File: src/rtl/qam_bit_packer_pkg.sv
// ofdm_pkg: shared QAM packer types and the bits-per-symbol helper
package ofdm_pkg;
  typedef enum logic [1:0] {QAM_BPSK, QAM_QPSK, QAM_16QAM, QAM_64QAM} qam_type_e;
  typedef enum logic {ACCUM, FLUSH_PEND} packer_state_e;
  function automatic int bits_per_symbol(qam_type_e t);
    return t == QAM_BPSK ? 1 : t == QAM_QPSK ? 2 : t == QAM_16QAM ? 4 : 6;
  endfunction
endpackage

File: src/rtl/packer_fifo.sv
// packer_fifo: show-ahead sync FIFO with same-cycle push/pop; push while full is accepted only alongside a pop
module packer_fifo #(
  parameter int WIDTH = 8,
  parameter int DEPTH = 4
) (
  input  logic             clk,
  input  logic             reset,
  input  logic             push,
  input  logic [WIDTH-1:0] din,
  input  logic             pop,
  output logic [WIDTH-1:0] dout,
  output logic             full,
  output logic             empty
);
  localparam int AW = $clog2(DEPTH);
  logic [WIDTH-1:0] mem [DEPTH];
  logic [AW:0] wr_ptr, rd_ptr;
  logic wr_en, rd_en;
  assign empty = wr_ptr == rd_ptr;
  assign full = wr_ptr == {~rd_ptr[AW], rd_ptr[AW-1:0]};
  assign wr_en = push && (!full || pop);
  assign rd_en = pop && !empty;
  assign dout = empty ? '0 : mem[rd_ptr[AW-1:0]];
  always_ff @(posedge clk or negedge reset)
    if (!reset) begin
      wr_ptr <= '0;
      rd_ptr <= '0;
    end else begin
      wr_ptr <= wr_ptr + (AW+1)'(wr_en);
      rd_ptr <= rd_ptr + (AW+1)'(rd_en);
    end
  always_ff @(posedge clk)
    if (wr_en) mem[wr_ptr[AW-1:0]] <= din;
endmodule

File: src/rtl/qam_bit_packer.sv
// qam_bit_packer: packs demapped QAM symbols LSB-first into bytes behind an overflow-flagging FIFO.
// Optional QAM_PACKER_STATS_EN adds sym_count/byte_count outputs.
module qam_bit_packer
  import ofdm_pkg::*;
#(
  parameter int FIFO_DEPTH = 4
) (
  input  logic       clk,
  input  logic       reset,
  input  logic [1:0] qam_type,
  input  logic [5:0] qam_symbol,
  input  logic       qam_symbol_valid,
  input  logic       flush,
  output logic [7:0] byte_data,
  output logic       byte_valid,
  input  logic       byte_ready,
  output logic       overflow,
  input  logic       overflow_clr
`ifdef QAM_PACKER_STATS_EN
  ,
  output logic [31:0] sym_count,
  output logic [31:0] byte_count
`endif
);
  packer_state_e state;
  logic [12:0] acc, acc_sum;
  logic [3:0] acc_cnt, cnt_sum, bps;
  logic [5:0] sym;
  logic flush_now, push, pop, full, empty;
  assign bps = 4'(bits_per_symbol(qam_type_e'(qam_type)));
  assign sym = qam_symbol & ~(6'h3f << bps);
  assign acc_sum = acc | (qam_symbol_valid ? 13'(sym) << acc_cnt : 13'd0);
  assign cnt_sum = acc_cnt + (qam_symbol_valid ? bps : 4'd0);
  // a pending flush also swallows this cycle's symbol when the total still fits one byte
  assign flush_now = state == FLUSH_PEND || (flush && !qam_symbol_valid);
  assign push = cnt_sum >= 4'd8 || (flush_now && cnt_sum != 4'd0);
  assign pop = byte_valid && byte_ready;
  assign byte_valid = !empty;
  always_ff @(posedge clk or negedge reset)
    if (!reset) begin
      state <= ACCUM;
      acc <= '0;
      acc_cnt <= '0;
      overflow <= 1'b0;
    end else begin
      state <= state == ACCUM && flush && qam_symbol_valid ? FLUSH_PEND : ACCUM;
      acc <= push ? acc_sum >> 8 : acc_sum;
      acc_cnt <= push ? (cnt_sum >= 4'd8 ? cnt_sum - 4'd8 : 4'd0) : cnt_sum;
      overflow <= (push && full && !pop) || (overflow && !overflow_clr);
    end
  packer_fifo #(.WIDTH(8), .DEPTH(FIFO_DEPTH)) u_fifo (
    .clk,
    .reset,
    .push,
    .din(acc_sum[7:0]),
    .pop,
    .dout(byte_data),
    .full,
    .empty
  );
`ifdef QAM_PACKER_STATS_EN
  always_ff @(posedge clk or negedge reset)
    if (!reset) begin
      sym_count <= '0;
      byte_count <= '0;
    end else begin
      sym_count <= sym_count + 32'(qam_symbol_valid);
      byte_count <= byte_count + 32'(pop);
    end
`endif
endmodule

File: config.mk
export PLATFORM = sky130hd
export DESIGN_NAME = qam_bit_packer
export DESIGN_NICKNAME = d
export VERILOG_FILES = /design/src/rtl/qam_bit_packer_pkg.sv /design/src/rtl/packer_fifo.sv /design/src/rtl/qam_bit_packer.sv
export SDC_FILE = /design/constraint.sdc
export NUM_CORES = 1
export LEC_CHECK = 0
export ABC_AREA = 1
export CAP_MARGIN = 40
export CORE_MARGIN = 8
export CORE_UTILIZATION = 45
export DETAILED_ROUTE_END_ITERATION = 12
export GPL_TIMING_DRIVEN = 0
export PLACE_DENSITY = 0.66
export RECOVER_POWER = 25
export SYNTH_ARGS = -nofsm -noshare
export SYNTH_HDL_FRONTEND = slang
export SYNTH_SLANG_ARGS = --single-unit
export TNS_END_PERCENT = 30
File: constraint.sdc
create_clock -name clk -period 5.37 [get_ports clk]
set_input_delay 1.074 -clock clk [delete_from_list [all_inputs] [get_ports clk]]
set_output_delay 1.074 -clock clk [all_outputs]
set_load 0.01 [all_outputs]
==> results of run 1 <==
-- final cells by class --
type                            instances  area [µm²]
Buffer                                 11        61.3
Clock buffer                            9         124
Clock inverter                          7        61.3
Fill cell                             583        2880
Inverter                               46         175
Multi-Input combinational cell        195        1050
Sequential cell                        57        1590
Tap cell                               77        96.3
Timing Repair Buffer                   27         251
-- state kept, by name (all words and copies together) (netlist names) --
register	cells
acc_cnt	4
state	1
acc	13
u_fifo.mem	32
overflow	1
u_fifo.wr_ptr	3
u_fifo.rd_ptr	3
-- power breakdown --
group	total, µW	internal, µW	switching (µW)
Combinational	923	368	555
Sequential	729	672	57.3
Clock	374	209	165
-- routing by layer --
layer  vias to the layer above  part of all wire, %  global-route usage, %
met4                         0                  2.6                   9.48
met1                       947                   46                   15.7
met5                         -                    0                      0
met3                        12                  3.5                   2.89
li1                       1087                    -                      -
met2                        38                   48                   22.7
-- path summary, 6_finish.rpt --
kind                       slack [ps]                  from  depth (start not counted)                          to
hold / removal                    430       state$_DFF_PN0_                          1             state$_DFF_PN0_
hold reg to reg                   430       state$_DFF_PN0_                          1             state$_DFF_PN0_
setup / recovery                 1240      qam_symbol_valid                         13  u_fifo.mem[2][1]$_DFFE_PP_
max in group asynchronous        3080                 reset                          2        acc_cnt[0]$_DFF_PN0_
min in group asynchronous        1090                 reset                          1           acc[10]$_DFF_PN0_
setup reg to reg                 2180  acc_cnt[1]$_DFF_PN0_                         10  u_fifo.mem[2][1]$_DFFE_PP_
-- synth_stat cells (2+ instances only) --
cell	number	area share, %
nand2_1	73	9.5
o32ai_1	8	2.4
xor2_2	2	1.1
o21ai_0	10	1.7
nor2_2	4	0.87
nand4_1	5	1.1
nor3_1	5	0.87
o211ai_1	2	0.52
o21ai_1	2	0.35
xor2_1	3	0.92
dfrtp_1	25	22
buf_2	5	0.87
clkbuf_1	3	0.39
a21oi_1	8	1.4
ha_1	7	3.1
inv_1	42	5.5
edfxtp_1	32	33
a21oi_2	5	1.5
nor2_1	32	4.2
buf_4	2	0.52
o21bai_1	3	0.78
nand3_1	15	2.6
inv_2	2	0.26
-- per-stage QoR --
step	utilization (%)	cell area [µm²]	hold WS, ps	setup slack, ps	power, µW
CTS	54.4	3410	435	1300	2060
detailed placement	51.4	3230	426	939	1670
global route	54.2	3400	471	1040	2180
global placement	50.8	3190	421	700	1640
floorplan	-	2870	409	1710	1330
finish	54.2	3400	432	1240	2030
-- worst max-delay path, delay by kind of cell --
kind | cells | cell delay, ps
buf+inv | 5 | 1170
simple gates | 4 | 890
fa+ha+maj | 2 | 580
compound gates | 1 | 260
xor+xnor | 1 | 210
-- cell families (layout without fill, tap and decap cells) --
kind of cell / Yosys count / in the layout / share of synthesized area [%]
adders and majority gates: 8 / 8 / 3.75
AOI/OAI and AO/OA: 41 / 41 / 9.68
DFF: 57 / 57 / 55.3
xor gates and xnor gates: 6 / 6 / 2.35
and+or+nand+nor: 139 / 139 / 20.5
buffers and inverters: 57 / 100 / 8.28
other: 1 / 1 / 0.131
==> impl_metrics.json, run 1 <==
{
  "worstPathArrival_ps": 4180,
  "die_area_um2": 9190,
  "power_leakage_uw": 0.00155,
  "ys_seq_area_share_pct": 55.3,
  "grtUsageTotal_pct": 13.8,
  "synth_area_um2": 2870,
  "htreeDepth": 3,
  "grt_max_degree": 19,
  "synth_area_per_cell_um2": 9.29,
  "final_common_cell": "nand2_1",
  "synthArstFlopShare_pct": 43.9,
  "critPathSlowestCell": "dlygate4sd3_1",
  "outcome": "finished clean",
  "final_layout_size_suffix_gt1_share_pct": 12.2,
  "viasPerCell": 4.86,
  "rsz0062_at_grt": "false",
  "coreArea_um2": 6280,
  "layout_common_cells": "73 x nand2_1, 42 x inv_1, 32 x nor2_1, 32 x edfxtp_1, 25 x dfrtp_1",
  "ir_drop_v": 0.000338,
  "grt_overflow": 0,
  "period_needed_ps": 4130,
  "drt_iter0_drc": 58,
  "io_buffer_count": 22,
  "die_h_um": 95.9,
  "fin_cells": 429,
  "crit_chain": "dlygate4sd3_1 > inv_2 > nor2_1 > ha_1 > inv_1 > fa_1 > xor2_2 > a31oi_2 > nor2_4 > inv_4 > nand2_2 > nor3_1 > buf_4",
  "synth.ff_latch_count": 57,
  "grt_pass1_vias": 2160,
  "tightest_slew_ps": 973,
  "max-cap-violations": 0,
  "antenna_found_initial": 0,
  "ios": 24,
  "p_per_area_nw_per_um2": 596,
  "syn_nets": 331,
  "report.final.slew_viol_count": 0,
  "skew_ps": 6.61,
  "routed_wl_um": 5570,
  "grt_pass1_wl_um": 9490,
  "slew_headroom_pct": 35.1,
  "std_cell_rows": 29,
  "clock_latency_ps": 330,
  "cts.clk_slew.worst_paths_ps": 70,
  "postCtsHoldBufs": 0,
  "post-route-period-util_pct": 77.0,
  "synthFlopType": "edfxtp_1",
  "max_stage_delay_ps": 650,
  "finalSetupTns_ps": 0,
  "post_cts_buffers": 0,
  "worstSetupPathType": "input port to flop",
  "ys_warn_count": 0,
  "dp_hpwl_um": 4180,
  "crit_path_end_kind": "flop",
  "drt-wirelength-per-cell_um": 13.0,
  "setup_violations": 0,
  "syn2layout_area_growth_pct": 18.5,
  "tritoncts": "done",
  "synth_cell_types": 37,
  "dr.pass1.iters": 4,
  "synth_edf_count": 32,
  "clock_sinks": 57,
  "crit_fanout": 9,
  "place_inst": 413,
  "ant_nets": 0,
  "worstSetupStartpointType": "input port",
  "syn_inst": 309,
  "clk_path_buf_depth": 2,
  "crit_required_ps": 5420,
  "initial_core_util_pct": 45.7,
  "num_vias": 2084,
  "gp_congestion": 0.894,
  "chipWidth_um": 95.9,
  "drc": 0,
  "min_path_type": "flop to flop",
  "clock-root-buffer": "clkbuf_8",
  "hold_viol": 0,
  "fin_nets": 369,
  "insertedDiodeCount": 0,
  "cts_made_buffers": 9,
  "cts-resized-gates": 0,
  "fmax_ghz": 0.242
}
No activity file was read; power rests on OpenSTA's default activity.
==> inputs of run 2 (changes only) <==
Settings changed: PLACE_DENSITY 0.66 to 0.69.
Clock period 5.37 ns to 3.6 ns, I/O delays scaled along.
==> run 2 against run 1 <==
  * Final cell count did not move
  * Worst setup slack worse by 1100 ps
  * Clock skew is 2.9 ps higher
==> impl_metrics.json, run 2 (synthesized netlist as in run 1, its figures left out) <==
{
  "rr_worst_depth": 10,
  "hold_path_depth": 1,
  "tightest_slew_ps": 987,
  "crit_chain": "clkdlybuf4s50_1 > inv_2 > nor2_1 > ha_1 > inv_1 > fa_1 > xor2_2 > a31oi_2 > nor2_4 > inv_4 > nand2_2 > nor3_2 > buf_2",
  "skew_ps": 9.50,
  "max_stage_delay_ps": 570,
  "hold_viol": 0,
  "viasPerCell": 4.95,
  "crit_required_ps": 3640,
  "grt_pass1_vias": 2102,
  "period_needed_ps": 3430,
  "grt_max_degree": 19,
  "cts_made_buffers": 9,
  "multi_input_area_um2": 1070,
  "worstPathArrival_ps": 3470,
  "final_common_cell": "nand2_1",
  "ios": 24,
  "layout_common_cells": "73 x nand2_1, 42 x inv_1, 32 x nor2_1, 32 x edfxtp_1, 25 x dfrtp_1",
  "worstSetupStartpointType": "input port",
  "min_to": "state$_DFF_PN0_",
  "power_leakage_uw": 0.00157,
  "postCtsHoldBufs": 0,
  "hp-start": "state$_DFF_PN0_",
  "min_path_type": "flop to flop",
  "setup_violations": 0,
  "cts-resized-gates": 3,
  "drt-wirelength-per-cell_um": 12.9,
  "grtUsageTotal_pct": 13.6,
  "cts.clk_slew.worst_paths_ps": 70,
  "fin_nets": 369,
  "ir_drop_v": 0.000452,
  "r2r_slack_ps": 640,
  "clk_path_buf_depth": 2,
  "worstSetupPathType": "input port to flop",
  "clock_latency_ps": 340,
  "finalSetupTns_ps": 0,
  "path_buf_inv": 5,
  "num_vias": 2124,
  "outcome": "finished clean",
  "reg2reg_from": "acc_cnt[1]$_DFF_PN0_",
  "routed_wl_um": 5540,
  "slew_headroom_pct": 34.2,
  "fin_cells": 429,
  "dp_slack_ps": -415,
  "chipWidth_um": 95.9,
  "insertedDiodeCount": 0,
  "syn2layout_area_growth_pct": 20.2,
  "gp_congestion": 0.899,
  "place_inst": 413,
  "std_cell_rows": 29,
  "io_buffer_count": 22,
  "dp_hpwl_um": 4080,
  "grt_pass1_wl_um": 9470,
  "post_cts_buffers": 0,
  "antenna_found_initial": 0,
  "tritoncts": "done",
  "crit_path_end_kind": "flop",
  "max-cap-violations": 0,
  "grt_overflow": 0,
  "rsz0062_at_grt": "false",
  "largest_reg_flops": 32,
  "ant_nets": 0,
  "final_layout_size_suffix_gt1_share_pct": 14.2,
  "critPathSlowestCell": "clkdlybuf4s50_1",
  "post-route-period-util_pct": 95.4,
  "clock_sinks": 57,
  "p_per_area_nw_per_um2": 905,
  "drt_iter0_drc": 98,
  "finalWorstSetupSlack_ps": 165,
  "nFillCells": 571,
  "r2r_end": "u_fifo.mem[3][4]$_DFFE_PP_",
  "htreeDepth": 3,
  "seqCellArea_um2": 1590,
  "fmax_ghz": 0.291,
  "crit_fanout": 9,
  "die_h_um": 95.9,
  "drc": 0,
  "critical_path.top_delay_family": "buffers and inverters",
  "clock-root-buffer": "clkbuf_8",
  "coreArea_um2": 6280,
  "dr.pass1.iters": 4,
  "initial_core_util_pct": 45.7,
  "report.final.slew_viol_count": 0,
  "die_area_um2": 9190
}
==> run 2: changes by cell type in the layout (fill, tap and decap cells not counted), sizes merged <==
cell,change
buf,+1
bufinv,+1
clkbuf,-1
clkdlybuf4s50,+2
clkinv,-4
clkinvlp,+2
dlygate4sd3,-2
inv,+1
==> run 2: where the power goes <==
part / switching (µW) / internal, µW
clock network: 258 / 389
logic: 834 / 551
registers: 91.2 / 1000
==> run 2: area by class of cell <==
cell class,count,share of cell area [%]
buffer,11,1.81
clock buffer,9,3.59
clock inverter,7,2.72
inverter,46,5.08
multi-input combinational,195,30.9
sequential,57,46.0
tap,77,2.79
timing repair buffer,27,7.14
==> run 2: how the worst max path moves through the flow <==
| stage | cells after the start | startpoint | slack, ps | end |
|---|---|---|---|---|
| finish | 13 | qam_symbol_valid | 170 | u_fifo.mem[3][4]$_DFFE_PP_ |
| global route | 13 | qam_symbol_valid | 6 | u_fifo.mem[3][4]$_DFFE_PP_ |
| CTS | 13 | qam_symbol_valid | 50 | u_fifo.mem[1][4]$_DFFE_PP_ |
| detailed placement | 13 | qam_symbol_valid | -410 | u_fifo.mem[0][3]$_DFFE_PP_ |
| global placement | 12 | qam_symbol_valid | -680 | u_fifo.mem[0][3]$_DFFE_PP_ |
| floorplan | 13 | qam_type[1] | 290 | u_fifo.mem[0][0]$_DFFE_PP_ |
==> run 2: layer usage <==
metal	vias to the layer above	wire (µm)	GRT usage, %
li1	1084	-	-
met1	977	2470	16.2
met2	53	2620	21.8
met3	10	363	4.91
met4	0	87	6.02
met5	-	0	0
==> run 2: worst reg2reg max path: stages (launching register included) <==
cell      delay [ps]
dfrtp_1          360
buf_4            170
clkinv_1         250
fa_1             540
xor2_2           200
a31oi_2          270
nor2_4           130
inv_4            100
nand2_2          100
nor3_2           300
buf_2            250
==> run 2: per-stage QoR <==
step	total power [µW]	utilization, %	area [µm²]	hold WS, ps
6_report	3120	55.0	3450	438
2_1_floorplan	1980	-	2870	409
4_1_cts	3150	55.1	3460	446
3_3_place_gp	2430	50.8	3190	419
5_1_grt	3370	55.0	3450	462
3_5_place_dp	2480	51.4	3220	437
